`src/rtl/conv_pkg.sv`:
```
// Shared constants and state encoding for the 3x3 convolver front end.
// The feeder and the convolver both import this package.
package conv_pkg;

  localparam int unsigned BIT_LEN = 8;
  localparam int unsigned M_LEN   = 3;

  localparam logic [2:0] IDLE   = 3'd0;
  localparam logic [2:0] K_LOAD = 3'd1;
  localparam logic [2:0] FILL   = 3'd2;
  localparam logic [2:0] STREAM = 3'd3;
  localparam logic [2:0] FLUSH  = 3'd4;
  localparam logic [2:0] DONE   = 3'd5;

  typedef enum logic [2:0] {
    StIdle   = IDLE,
    StKLoad  = K_LOAD,
    StFill   = FILL,
    StStream = STREAM,
    StFlush  = FLUSH,
    StDone   = DONE
  } feeder_state_e;

  localparam logic SEL_KERNEL = 1'b0;
  localparam logic SEL_IMAGE  = 1'b1;

endpackage

```
`src/rtl/conv_line_buffer.sv`:
```
// Two line buffers of IMG_W pixels. A write at address x shifts the column up
// (lb0[x] <= lb1[x], lb1[x] <= data); both rows at x are read combinationally.
module conv_line_buffer #(
  parameter int unsigned BIT_LEN = 8,
  parameter int unsigned IMG_W   = 64,
  parameter int unsigned X_LEN   = $clog2(IMG_W)
) (
  input  logic               clk_i,
  input  logic               we_i,
  input  logic [X_LEN-1:0]   addr_i,
  input  logic [BIT_LEN-1:0] data_i,
  output logic [BIT_LEN-1:0] row0_o,
  output logic [BIT_LEN-1:0] row1_o
);

  logic [BIT_LEN-1:0] lb0_q [IMG_W];
  logic [BIT_LEN-1:0] lb1_q [IMG_W];

  // Contents are never reset; the fill phase of every frame overwrites them.
  always_ff @(posedge clk_i) begin
    if (we_i) begin
      lb0_q[addr_i] <= lb1_q[addr_i];
      lb1_q[addr_i] <= data_i;
    end
  end

  assign row0_o = lb0_q[addr_i];
  assign row1_o = lb1_q[addr_i];

endmodule

```
`src/rtl/conv_line_feeder.sv`:
```
// Feeds kernel and image columns to the 3x3 convolver and tracks which
// convolver outputs are genuine windows (result valid plus coordinates).
module conv_line_feeder #(
  parameter int unsigned BIT_LEN = 8,
  parameter int unsigned IMG_W   = 64,
  parameter int unsigned IMG_H   = 64,
  parameter int unsigned X_LEN   = $clog2(IMG_W),
  parameter int unsigned Y_LEN   = $clog2(IMG_H)
) (
  input  logic               CLK100MHZ,
  input  logic               i_reset,
  input  logic               i_load_k,
  input  logic               i_start,
  input  logic [BIT_LEN-1:0] i_data,
  input  logic               i_valid,
  output logic               o_ready,
  output logic [BIT_LEN-1:0] o_dato0,
  output logic [BIT_LEN-1:0] o_dato1,
  output logic [BIT_LEN-1:0] o_dato2,
  output logic               o_selecK_I,
  output logic               o_conv_valid,
  output logic               o_res_valid,
  output logic [X_LEN-1:0]   o_res_x,
  output logic [Y_LEN-1:0]   o_res_y,
  output logic               o_done
);

  import conv_pkg::*;

  localparam logic [X_LEN-1:0] XMax = X_LEN'(IMG_W - 1);
  localparam logic [Y_LEN-1:0] YMax = Y_LEN'(IMG_H - 1);

  feeder_state_e state_q, state_d;

  logic [X_LEN-1:0]   x_q, x_d;
  logic [Y_LEN-1:0]   y_q, y_d;
  logic [1:0]         kcnt_q, kcnt_d;
  logic [1:0]         kcol_q, kcol_d;
  logic [BIT_LEN-1:0] ktop_q, ktop_d;
  logic [BIT_LEN-1:0] kmid_q, kmid_d;
  logic [1:0]         run_q, run_d;
  logic [X_LEN-1:0]   last_x_q, last_x_d;
  logic [Y_LEN-1:0]   last_y_q, last_y_d;
  logic               pend_valid_q, pend_valid_d;
  logic [X_LEN-1:0]   pend_x_q, pend_x_d;
  logic [Y_LEN-1:0]   pend_y_q, pend_y_d;

  logic               ready_q, ready_d;
  logic [BIT_LEN-1:0] dato0_q, dato0_d;
  logic [BIT_LEN-1:0] dato1_q, dato1_d;
  logic [BIT_LEN-1:0] dato2_q, dato2_d;
  logic               sel_q, sel_d;
  logic               cv_q, cv_d;
  logic               res_valid_q, res_valid_d;
  logic [X_LEN-1:0]   res_x_q, res_x_d;
  logic [Y_LEN-1:0]   res_y_q, res_y_d;
  logic               done_q, done_d;

  logic               accept;
  logic               row_end;
  logic               lb_we;
  logic [BIT_LEN-1:0] lb_row0;
  logic [BIT_LEN-1:0] lb_row1;

  assign accept  = i_valid & ready_q;
  assign row_end = (x_q == XMax);

  conv_line_buffer #(
    .BIT_LEN (BIT_LEN),
    .IMG_W   (IMG_W),
    .X_LEN   (X_LEN)
  ) u_line_buffer (
    .clk_i  (CLK100MHZ),
    .we_i   (lb_we),
    .addr_i (x_q),
    .data_i (i_data),
    .row0_o (lb_row0),
    .row1_o (lb_row1)
  );

  always_comb begin
    state_d      = state_q;
    x_d          = x_q;
    y_d          = y_q;
    kcnt_d       = kcnt_q;
    kcol_d       = kcol_q;
    ktop_d       = ktop_q;
    kmid_d       = kmid_q;
    run_d        = run_q;
    last_x_d     = last_x_q;
    last_y_d     = last_y_q;
    pend_valid_d = 1'b0;
    pend_x_d     = pend_x_q;
    pend_y_d     = pend_y_q;
    dato0_d      = dato0_q;
    dato1_d      = dato1_q;
    dato2_d      = dato2_q;
    sel_d        = sel_q;
    cv_d         = 1'b0;
    done_d       = 1'b0;
    res_valid_d  = pend_valid_q;
    res_x_d      = pend_x_q;
    res_y_d      = pend_y_q;
    lb_we        = 1'b0;

    case (state_q)
      StIdle: begin
        if (i_load_k) begin
          state_d = StKLoad;
          kcnt_d  = 2'd0;
          kcol_d  = 2'd0;
        end else if (i_start) begin
          state_d = StFill;
          x_d     = '0;
          y_d     = '0;
          run_d   = 2'd0;
        end
      end
      StKLoad: begin
        if (accept) begin
          case (kcnt_q)
            2'd0: begin
              ktop_d = i_data;
              kcnt_d = 2'd1;
            end
            2'd1: begin
              kmid_d = i_data;
              kcnt_d = 2'd2;
            end
            default: begin
              dato0_d = ktop_q;
              dato1_d = kmid_q;
              dato2_d = i_data;
              sel_d   = SEL_KERNEL;
              cv_d    = 1'b1;
              kcnt_d  = 2'd0;
              if (kcol_q == 2'(M_LEN - 1)) begin
                state_d = StIdle;
              end else begin
                kcol_d = kcol_q + 2'd1;
              end
            end
          endcase
        end
      end
      StFill: begin
        if (accept) begin
          lb_we = 1'b1;
          if (row_end) begin
            x_d = '0;
            y_d = y_q + 1'b1;
            if (y_q == Y_LEN'(1)) begin
              state_d = StStream;
            end
          end else begin
            x_d = x_q + 1'b1;
          end
        end
      end
      StStream: begin
        if (accept) begin
          lb_we   = 1'b1;
          dato0_d = lb_row0;
          dato1_d = lb_row1;
          dato2_d = i_data;
          sel_d   = SEL_IMAGE;
          cv_d    = 1'b1;
          // Three consecutive columns of one row precede this strobe: a window is latched.
          pend_valid_d = (run_q == 2'd3);
          pend_x_d     = last_x_q - X_LEN'(2);
          pend_y_d     = last_y_q - Y_LEN'(2);
          if (x_q == '0) begin
            run_d = 2'd1;
          end else if (run_q != 2'd3) begin
            run_d = run_q + 2'd1;
          end
          last_x_d = x_q;
          last_y_d = y_q;
          if (row_end) begin
            x_d = '0;
            if (y_q == YMax) begin
              y_d     = '0;
              state_d = StFlush;
            end else begin
              y_d = y_q + 1'b1;
            end
          end else begin
            x_d = x_q + 1'b1;
          end
        end
      end
      StFlush: begin
        dato0_d      = '0;
        dato1_d      = '0;
        dato2_d      = '0;
        sel_d        = SEL_IMAGE;
        cv_d         = 1'b1;
        pend_valid_d = (run_q == 2'd3);
        pend_x_d     = last_x_q - X_LEN'(2);
        pend_y_d     = last_y_q - Y_LEN'(2);
        state_d      = StDone;
      end
      StDone: begin
        done_d  = 1'b1;
        state_d = StIdle;
      end
      default: state_d = StIdle;
    endcase

    ready_d = (state_d == StKLoad) || (state_d == StFill) || (state_d == StStream);
  end

  always_ff @(posedge CLK100MHZ) begin
    if (i_reset) begin
      state_q      <= StIdle;
      x_q          <= '0;
      y_q          <= '0;
      kcnt_q       <= '0;
      kcol_q       <= '0;
      ktop_q       <= '0;
      kmid_q       <= '0;
      run_q        <= '0;
      last_x_q     <= '0;
      last_y_q     <= '0;
      pend_valid_q <= 1'b0;
      pend_x_q     <= '0;
      pend_y_q     <= '0;
      ready_q      <= 1'b0;
      dato0_q      <= '0;
      dato1_q      <= '0;
      dato2_q      <= '0;
      sel_q        <= 1'b0;
      cv_q         <= 1'b0;
      res_valid_q  <= 1'b0;
      res_x_q      <= '0;
      res_y_q      <= '0;
      done_q       <= 1'b0;
    end else begin
      state_q      <= state_d;
      x_q          <= x_d;
      y_q          <= y_d;
      kcnt_q       <= kcnt_d;
      kcol_q       <= kcol_d;
      ktop_q       <= ktop_d;
      kmid_q       <= kmid_d;
      run_q        <= run_d;
      last_x_q     <= last_x_d;
      last_y_q     <= last_y_d;
      pend_valid_q <= pend_valid_d;
      pend_x_q     <= pend_x_d;
      pend_y_q     <= pend_y_d;
      ready_q      <= ready_d;
      dato0_q      <= dato0_d;
      dato1_q      <= dato1_d;
      dato2_q      <= dato2_d;
      sel_q        <= sel_d;
      cv_q         <= cv_d;
      res_valid_q  <= res_valid_d;
      res_x_q      <= res_x_d;
      res_y_q      <= res_y_d;
      done_q       <= done_d;
    end
  end

  assign o_ready      = ready_q;
  assign o_dato0      = dato0_q;
  assign o_dato1      = dato1_q;
  assign o_dato2      = dato2_q;
  assign o_selecK_I   = sel_q;
  assign o_conv_valid = cv_q;
  assign o_res_valid  = res_valid_q;
  assign o_res_x      = res_x_q;
  assign o_res_y      = res_y_q;
  assign o_done       = done_q;

endmodule

```
`config.mk`:
```
export PLATFORM = sky130hd
export DESIGN_NAME = conv_line_feeder
export DESIGN_NICKNAME = d
export VERILOG_FILES = /design/src/rtl/conv_pkg.sv /design/src/rtl/conv_line_buffer.sv /design/src/rtl/conv_line_feeder.sv
export SDC_FILE = /design/constraint.sdc
export NUM_CORES = 1
export LEC_CHECK = 0
export ABC_AREA = 1
export CORE_MARGIN = 1
export CORE_UTILIZATION = 63
export DETAILED_ROUTE_END_ITERATION = 6
export PLACE_DENSITY_LB_ADDON = 0.1
export SLEW_MARGIN = 0
export SYNTH_ARGS = -nofsm -noshare
export SYNTH_HDL_FRONTEND = slang
export SYNTH_SLANG_ARGS = --single-unit
```
`constraint.sdc`:
```
create_clock -name CLK100MHZ -period 4.3 [get_ports CLK100MHZ]
set_input_delay 0.86 -clock CLK100MHZ [delete_from_list [all_inputs] [get_ports CLK100MHZ]]
set_output_delay 0.86 -clock CLK100MHZ [all_outputs]
set_load 0.005 [all_outputs]
```
==> summary.txt, run 1 <==
Setup path
  – Reg2Reg Setup Slack: about 0.96 ns
  – Worst EP required: about 4.8 ns
  – Worst Setup End Kind: flop
  – Crit-path cells: buf_12 -> nand2_1 -> nand3_1 -> nand3_1 -> nand2_1 -> nand2_1 -> nand3_1 -> nand3_1 -> nand2_2 -> buf_4
  – R2R depth: 10
  – Crit path to: u_line_buffer.lb0_q[14][5]
  – Worst-path fanout max: ~150
  – Slowest cell on the critical path: dfxtp_4
  – Max incr delay on CP: ~0.62 ns
  – Crit path kind: reg -> reg
  – Worst path arrival time: about 3.8 ns
  – Most frequent CP cell: nand3_1
  – Critical Path Start Type: flop
  – End of the worst register-to-register path: u_line_buffer.lb0_q[14][5]

Drt
  – Wire per inst: approximately 23 µm
  – DRT Pass-1 Iters: 6
  – Via count: 31,200
  – Remaining antenna violation count: 0
  – Drt drc: 0
  – Iteration-0 DRC Markers: between 4,000 and 5,000
  – WL final: approximately 120 mm
  – DR vias/cell: 6.04

Place
  – Routability congestion estimate: between 0.9 and 1
  – DP Wirelength: 71.4 mm
  – # port buffers: between 50 and 60

Clock network
  – Resized Gates After CTS: 0
  – H-tree depth: 3
  – Worst skew pair latency: just under 0.7 ns
  – Max Root-Sink Buffers: 3
  – Clk sink count: 1,133
  – TritonCTS Buffers: between 100 and 150
  – Setup Buffers After CTS: 0
  – Clk slew on worst S/H paths: 0.06 ns
  – Post-cts hold buffer count: 0
  – CTS Root Cell: clkbuf_16
  – CTS tree: done

STA
  – Worst Skew: around 0.031 ns
  – RSZ-0062 raised after global routing: false
  – Max Fclk: roughly 300 MHz
  – Setup TNS: 0 ns
  – Slew headroom: between 20 and 30%
  – Finish-stage setup viols: 0
  – Count of pins over their slew limit: 0
  – Final Hold Fails: 0
  – Part of the cycle the worst path needs: 77.7%
  – WHS: between 0.4 and 0.5 ns
  – Slew @ Worst Pin: 1.06 ns
  – Final min period: approximately 3.3 ns

Floorplan
  – DIE AREA: about 0.074 mm²
  – Row count: 98
  – Starting Density: a little under two thirds
  – Num ports: 54
  – DIE HEIGHT: approximately 270 µm
  – Core region area: ~0.072 mm²
  – Die W: roughly 270 µm

Power
  – Pwr dens: around 520 mW/mm²
  – Share of total power in combinational logic: ~16%
  – Pwr Total: roughly 27,000 µW
  – Clk pwr share: between 30% and 40%
  – Sw Share: between 20 and 30%
  – Int Power: between 15,000 and 20,000 µW
  – Static leakage: ~0.018 µW
  – Register share of total power: a little under half
  – Switching power total: ~7400 µW
  – VDD IR max: around 0.00042 V

Outcome
  – Status: complete, no violations

Final layout
  – Area delta synth->final: 11.9%
  – Post-Route Utilization: 71.4%
  – Nets@finish: around 4,100
  – Layout cells sized above 1: under 10%
  – Fillers: between 4,000 and 5,000

Synthesis
  – Post-synth top area cell: edfxtp_1
  – Synth Area per Inst: around 11 µm²
  – Synth top area share: 67.2%
  – Syn Inst Count: around 4,000
  – Synth Cell Area: about 0.046 mm²
  – Syn. warnings: 0
  – Synth area leaders: edfxtp_1, nand2_1, nand3_1
  – Seq/Total Area, Yosys: between 70% and 80%
  – Syn Nets: ~4,000
  – FF+latch count, synth: 1,133
  – Synth unique cells: 43

Global routing
  – First-pass GRT wire length: between 150 and 200 mm
  – Gr usage total: 32.6%
  – Initial antenna violation count: 3
  – Gr ovfl total: 0
  – Vias in the first global route: around 29,000
  – Largest net degree at the start of global routing: between 100 and 150

Job
  – Max cap viols: 0

Worst hold path
  – HP Class: reg -> reg
-- placed cells by master (no fill, tap or decap), types with 18 or more instances in the layout --
master	synthesis	layout
dfxtp_1	109	105
a21oi_1	84	84
buf_12	0	18
o21ai_0	51	51
nor2_1	135	135
clkbuf_16	0	111
nand3_1	881	881
buf_4	44	122
edfxtp_1	1024	1024
clkinv_1	0	25
inv_1	63	61
clkbuf_1	49	18
nand2_1	1366	1358
clkdlybuf4s50_1	0	45
clkinv_2	1	22
-- per-layer routing --
metal	share of wire [%]	track usage [%]	vias to the layer above
li1	-	-	14300
met1	38	44.2	14800
met2	47	52.3	1741
met3	9.9	5.35	308
met4	4.7	15.2	2
met5	0.011	0	-
-- worst min-delay path by stage --
stage | end | depth (start not counted) | startpoint
2_1_floorplan | o_res_valid | 2 | pend_valid_q
3_3_place_gp | o_res_valid | 2 | pend_valid_q
3_5_place_dp | o_res_valid | 2 | pend_valid_q
4_1_cts | o_res_valid | 2 | pend_valid_q
5_1_grt | o_res_valid | 2 | pend_valid_q
6_report | o_res_valid | 2 | pend_valid_q
-- cell families (layout without fill, tap and decap cells) --
logic type	after synthesis	count (layout)	synth area share (%)
and+or+nand+nor	2424	2424	22.6
DFF	1133	1133	71.9
buffers and inverters	319	473	3.33
AOI/OAI and AO/OA	161	161	1.87
adders and majority gates	8	8	0.219
xor gates and xnor gates	6	6	0.115
other	0	2	0
-- cell usage after synthesis, drive strengths merged --
master / count
nand2: 1370
edfxtp: 1024
nand3: 884
buf: 197
nor2: 140
dfxtp: 109
a21oi: 85
inv: 72
o21ai: 68
clkbuf: 49
nor3: 19
ha: 8
nand4: 4
xnor2: 4
a211oi: 3
nor4: 2
or2: 2
xor2: 2
a221oi: 1
a22oi: 1
a31oi: 1
and3: 1
clkinv: 1
nor3b: 1
o211ai: 1
o31ai: 1
or3: 1
-- state kept, by name (all words and copies together), names as in the netlist, 8 cells and up, named ones only --
name	count
u_line_buffer.lb0_q	512
kmid_q	8
ktop_q	8
o_dato2	8
o_dato0	8
o_dato1	8
u_line_buffer.lb1_q	512
-- power groups by stage --
stage          logic [µW]  registers, µW  clock network, µW
6_report             4320          12700               9670
5_1_grt              4620          12700              10200
4_1_cts              4260          12700               9740
3_5_place_dp         4230          12900                  0
3_3_place_gp         4180          12900                  0
2_1_floorplan        2450          12900                  0
-- critical path: cells and delay by family, from the launching register on --
kind / cells / cell delay (ns)
simple gates: 8 / 1.46
buf+inv: 2 / 0.86
flops: 1 / 0.62
-- stage by stage --
step / area [µm²] / worst slack [ns] / std cells
CTS: 51200 / 1.07 / 5155
global route: 51200 / 0.797 / 5155
detailed placement: 47600 / 0.518 / 4948
global placement: 47600 / 0.595 / 4948
finish: 51200 / 0.958 / 5157
floorplan: 45800 / 0.770 / 4051
-- area by class of cell --
class / count / area (µm²) / share of cell area [%]
antenna: 2 / 5.00 / 0.00977
clock buffer: 138 / 2950 / 5.76
clock inverter: 69 / 689 / 1.35
inverter: 73 / 303 / 0.591
multi-input combinational: 2599 / 11400 / 22.2
sequential: 1133 / 32900 / 64.3
tap: 950 / 1190 / 2.32
timing repair buffer: 193 / 1770 / 3.45
Note: power is estimated with default switching activity, not from simulation.
==> run 2: changes to the inputs <==
==> constraint.sdc (replaced) <==
create_clock -name CLK100MHZ -period 3.4 [get_ports CLK100MHZ]
set_input_delay 0.68 -clock CLK100MHZ [delete_from_list [all_inputs] [get_ports CLK100MHZ]]
set_output_delay 0.68 -clock CLK100MHZ [all_outputs]
set_load 0.005 [all_outputs]
==> run 2 against run 1 <==
Effect of this change: the run now ends with design-rule violations left; non-clock buffer count increased by 44; critical path depth increased by 1; sequential share of layout area decreased by 0.94 points; via count increased by 1.1%; die area unchanged.
==> summary.txt, run 2 (synthesized netlist as in run 1, its figures left out) <==
Global routing
  – Largest net degree at the start of global routing: 93
  – Gr usage total: between 30 and 40%
  – Gr ovfl total: 0
  – Initial antenna violation count: 1
  – Vias in the first global route: slightly below 30,000
  – First-pass GRT wire length: 180 mm

Setup path
  – Max incr delay on CP: around 0.54 ns
  – Delay-heaviest family, CP: simple AND/OR/NAND/NOR gates
  – Crit path kind: reg -> reg
  – Critical Path Start Type: flop
  – Slowest cell on the critical path: dfxtp_4
  – Worst EP required: a little under 4 ns
  – Crit-path cells: buf_4 -> buf_12 -> nand2_1 -> nand3_1 -> nand3_1 -> nand2_1 -> nand2_1 -> nand3_1 -> nand3_1 -> nand2_2 -> buf_4
  – Worst Setup End Kind: flop
  – Worst path arrival time: approximately 3.4 ns
  – Most frequent CP cell: nand3_1
  – Worst-path fanout max: 45
  – CP bufs+invs: 3

Drt
  – Via count: 31,500
  – DR vias/cell: just over 6
  – DRT Pass-1 Iters: 7
  – Iteration-0 DRC Markers: slightly above 4,000
  – Wire per inst: about 23 µm
  – Drt drc: 1
  – Remaining antenna violation count: 0
  – WL final: ~120 mm

Floorplan
  – DIE HEIGHT: roughly 270 µm
  – Starting Density: between 60% and 70%
  – DIE AREA: ~0.074 mm²
  – Row count: 98
  – Num ports: 54
  – Die W: between 200 and 300 µm
  – Core region area: just over 0.07 mm²

STA
  – Slew headroom: between 40 and 50%
  – Worst Skew: 0.0341 ns
  – Final Hold Fails: 0
  – Final min period: slightly below 3 ns
  – Max Fclk: roughly 350 MHz
  – WHS: between 0.4 and 0.5 ns
  – Slew @ Worst Pin: 0.885 ns
  – Finish-stage setup viols: 0
  – RSZ-0062 raised after global routing: false
  – Setup TNS: 0 ns
  – Count of pins over their slew limit: 0
  – Part of the cycle the worst path needs: 85.2%

Final layout
  – Top flop regs: u_line_buffer.lb0_q: 512 flops, u_line_buffer.lb1_q: 512 flops
  – Fillers: 4,800
  – Nets@finish: 4,174
  – Area of the multi-input gates: 0.0114 mm²
  – Area delta synth->final: 13.5%
  – Ant diodes: 0
  – Commonest non-fill, non-tap cell in the layout: nand2_1
  – FF/Latch Area: around 0.033 mm²
  – Layout cells sized above 1: a little under 10%
  – Most frequent cells in the layout: nand2_1, edfxtp_1, nand3_1

Clock network
  – Post-cts hold buffer count: 0
  – TritonCTS Buffers: roughly 110
  – Clk slew on worst S/H paths: ~0.06 ns
  – Max Root-Sink Buffers: 3
  – Clk sink count: approximately 1,100
  – CTS tree: done
  – Worst skew pair latency: between 0.6 and 0.7 ns
  – CTS Root Cell: clkbuf_16
  – H-tree depth: 3
  – Resized Gates After CTS: 0
  – Setup Buffers After CTS: 0

Worst hold path
  – HP Class: reg -> reg

Job
  – Max cap viols: 0

Outcome
  – Status: finished, violations left
  – Failing checks: design-rule violations

Power
  – Static leakage: approximately 0.019 µW
  – VDD IR max: approximately 0.00058 V
  – Pwr dens: around 660 mW/mm²

Place
  – Routability congestion estimate: a little over 0.9
  – DP Wirelength: roughly 74 mm
  – # port buffers: between 50 and 60
-- run 2: cell types whose count changed in the layout (fill, tap and decap cells not counted), moves of 4 or more --
cell and delta:
buf_4 +24, clkbuf_1 -4, clkinv_1 -10, clkbuf_16 +7, buf_12 +20
-- run 2: stage by stage --
stage	power, µW	instances	setup slack [ns]	util (%)	cell area [µm²]
2_1_floorplan	19400	4051	0.0496	-	45800
3_3_place_gp	21800	4992	0.386	67.1	48200
3_5_place_dp	21900	4992	0.361	67.1	48200
4_1_cts	34400	5199	0.566	72.5	52000
5_1_grt	35400	5199	0.379	72.5	52000
6_report	34400	5199	0.503	72.5	52000
-- run 2: worst register-to-register path: cells and delay by family, from the launching register on --
family / cells / cell delay [ns]
buffers and inverters: 3 / 0.84
AND/OR/NAND/NOR: 8 / 1.33
flip-flops: 1 / 0.54
-- run 2: layer usage --
metal  vias up  wire length, µm  GRT usage (%)  part of all wire [%]
met3       260            12700           5.58                    11
met5         -               10              0                0.0083
li1      14300                -              -                     -
met2      1739            56300           51.7                    47
met1     15200            47000           45.7                    39
met4         2             4890           13.9                   4.0
-- run 2: path summary, 6_finish.rpt --
check | from | end | slack (ns) | depth (start not counted)
setup / recovery | flop | u_line_buffer.lb0_q[51][4] | 0.50 | 11
hold / removal | pend_y_q[2] | o_res_y[2] | 0.42 | 2
setup reg to reg | flop | u_line_buffer.lb0_q[51][4] | 0.50 | 11
hold reg to reg | pend_y_q[2] | o_res_y[2] | 0.42 | 2
-- run 2: where the power goes --
group          internal (µW)  leakage [µW]  total (µW)  switching [µW]
combinational           1540       0.00690        5750            4210
clock                   7550       0.00188       12700            5140
sequential             15900        0.0101       16000             134
total                  25000        0.0189       34400            9480
-- run 2: area by class of cell --
class                      instances  area share [%]
clock buffer                     138            5.92
clock inverter                    69            1.45
inverter                          73           0.582
multi-input combinational       2599            21.9
sequential                      1133            63.4
tap                              950            2.29
timing repair buffer             237            4.52
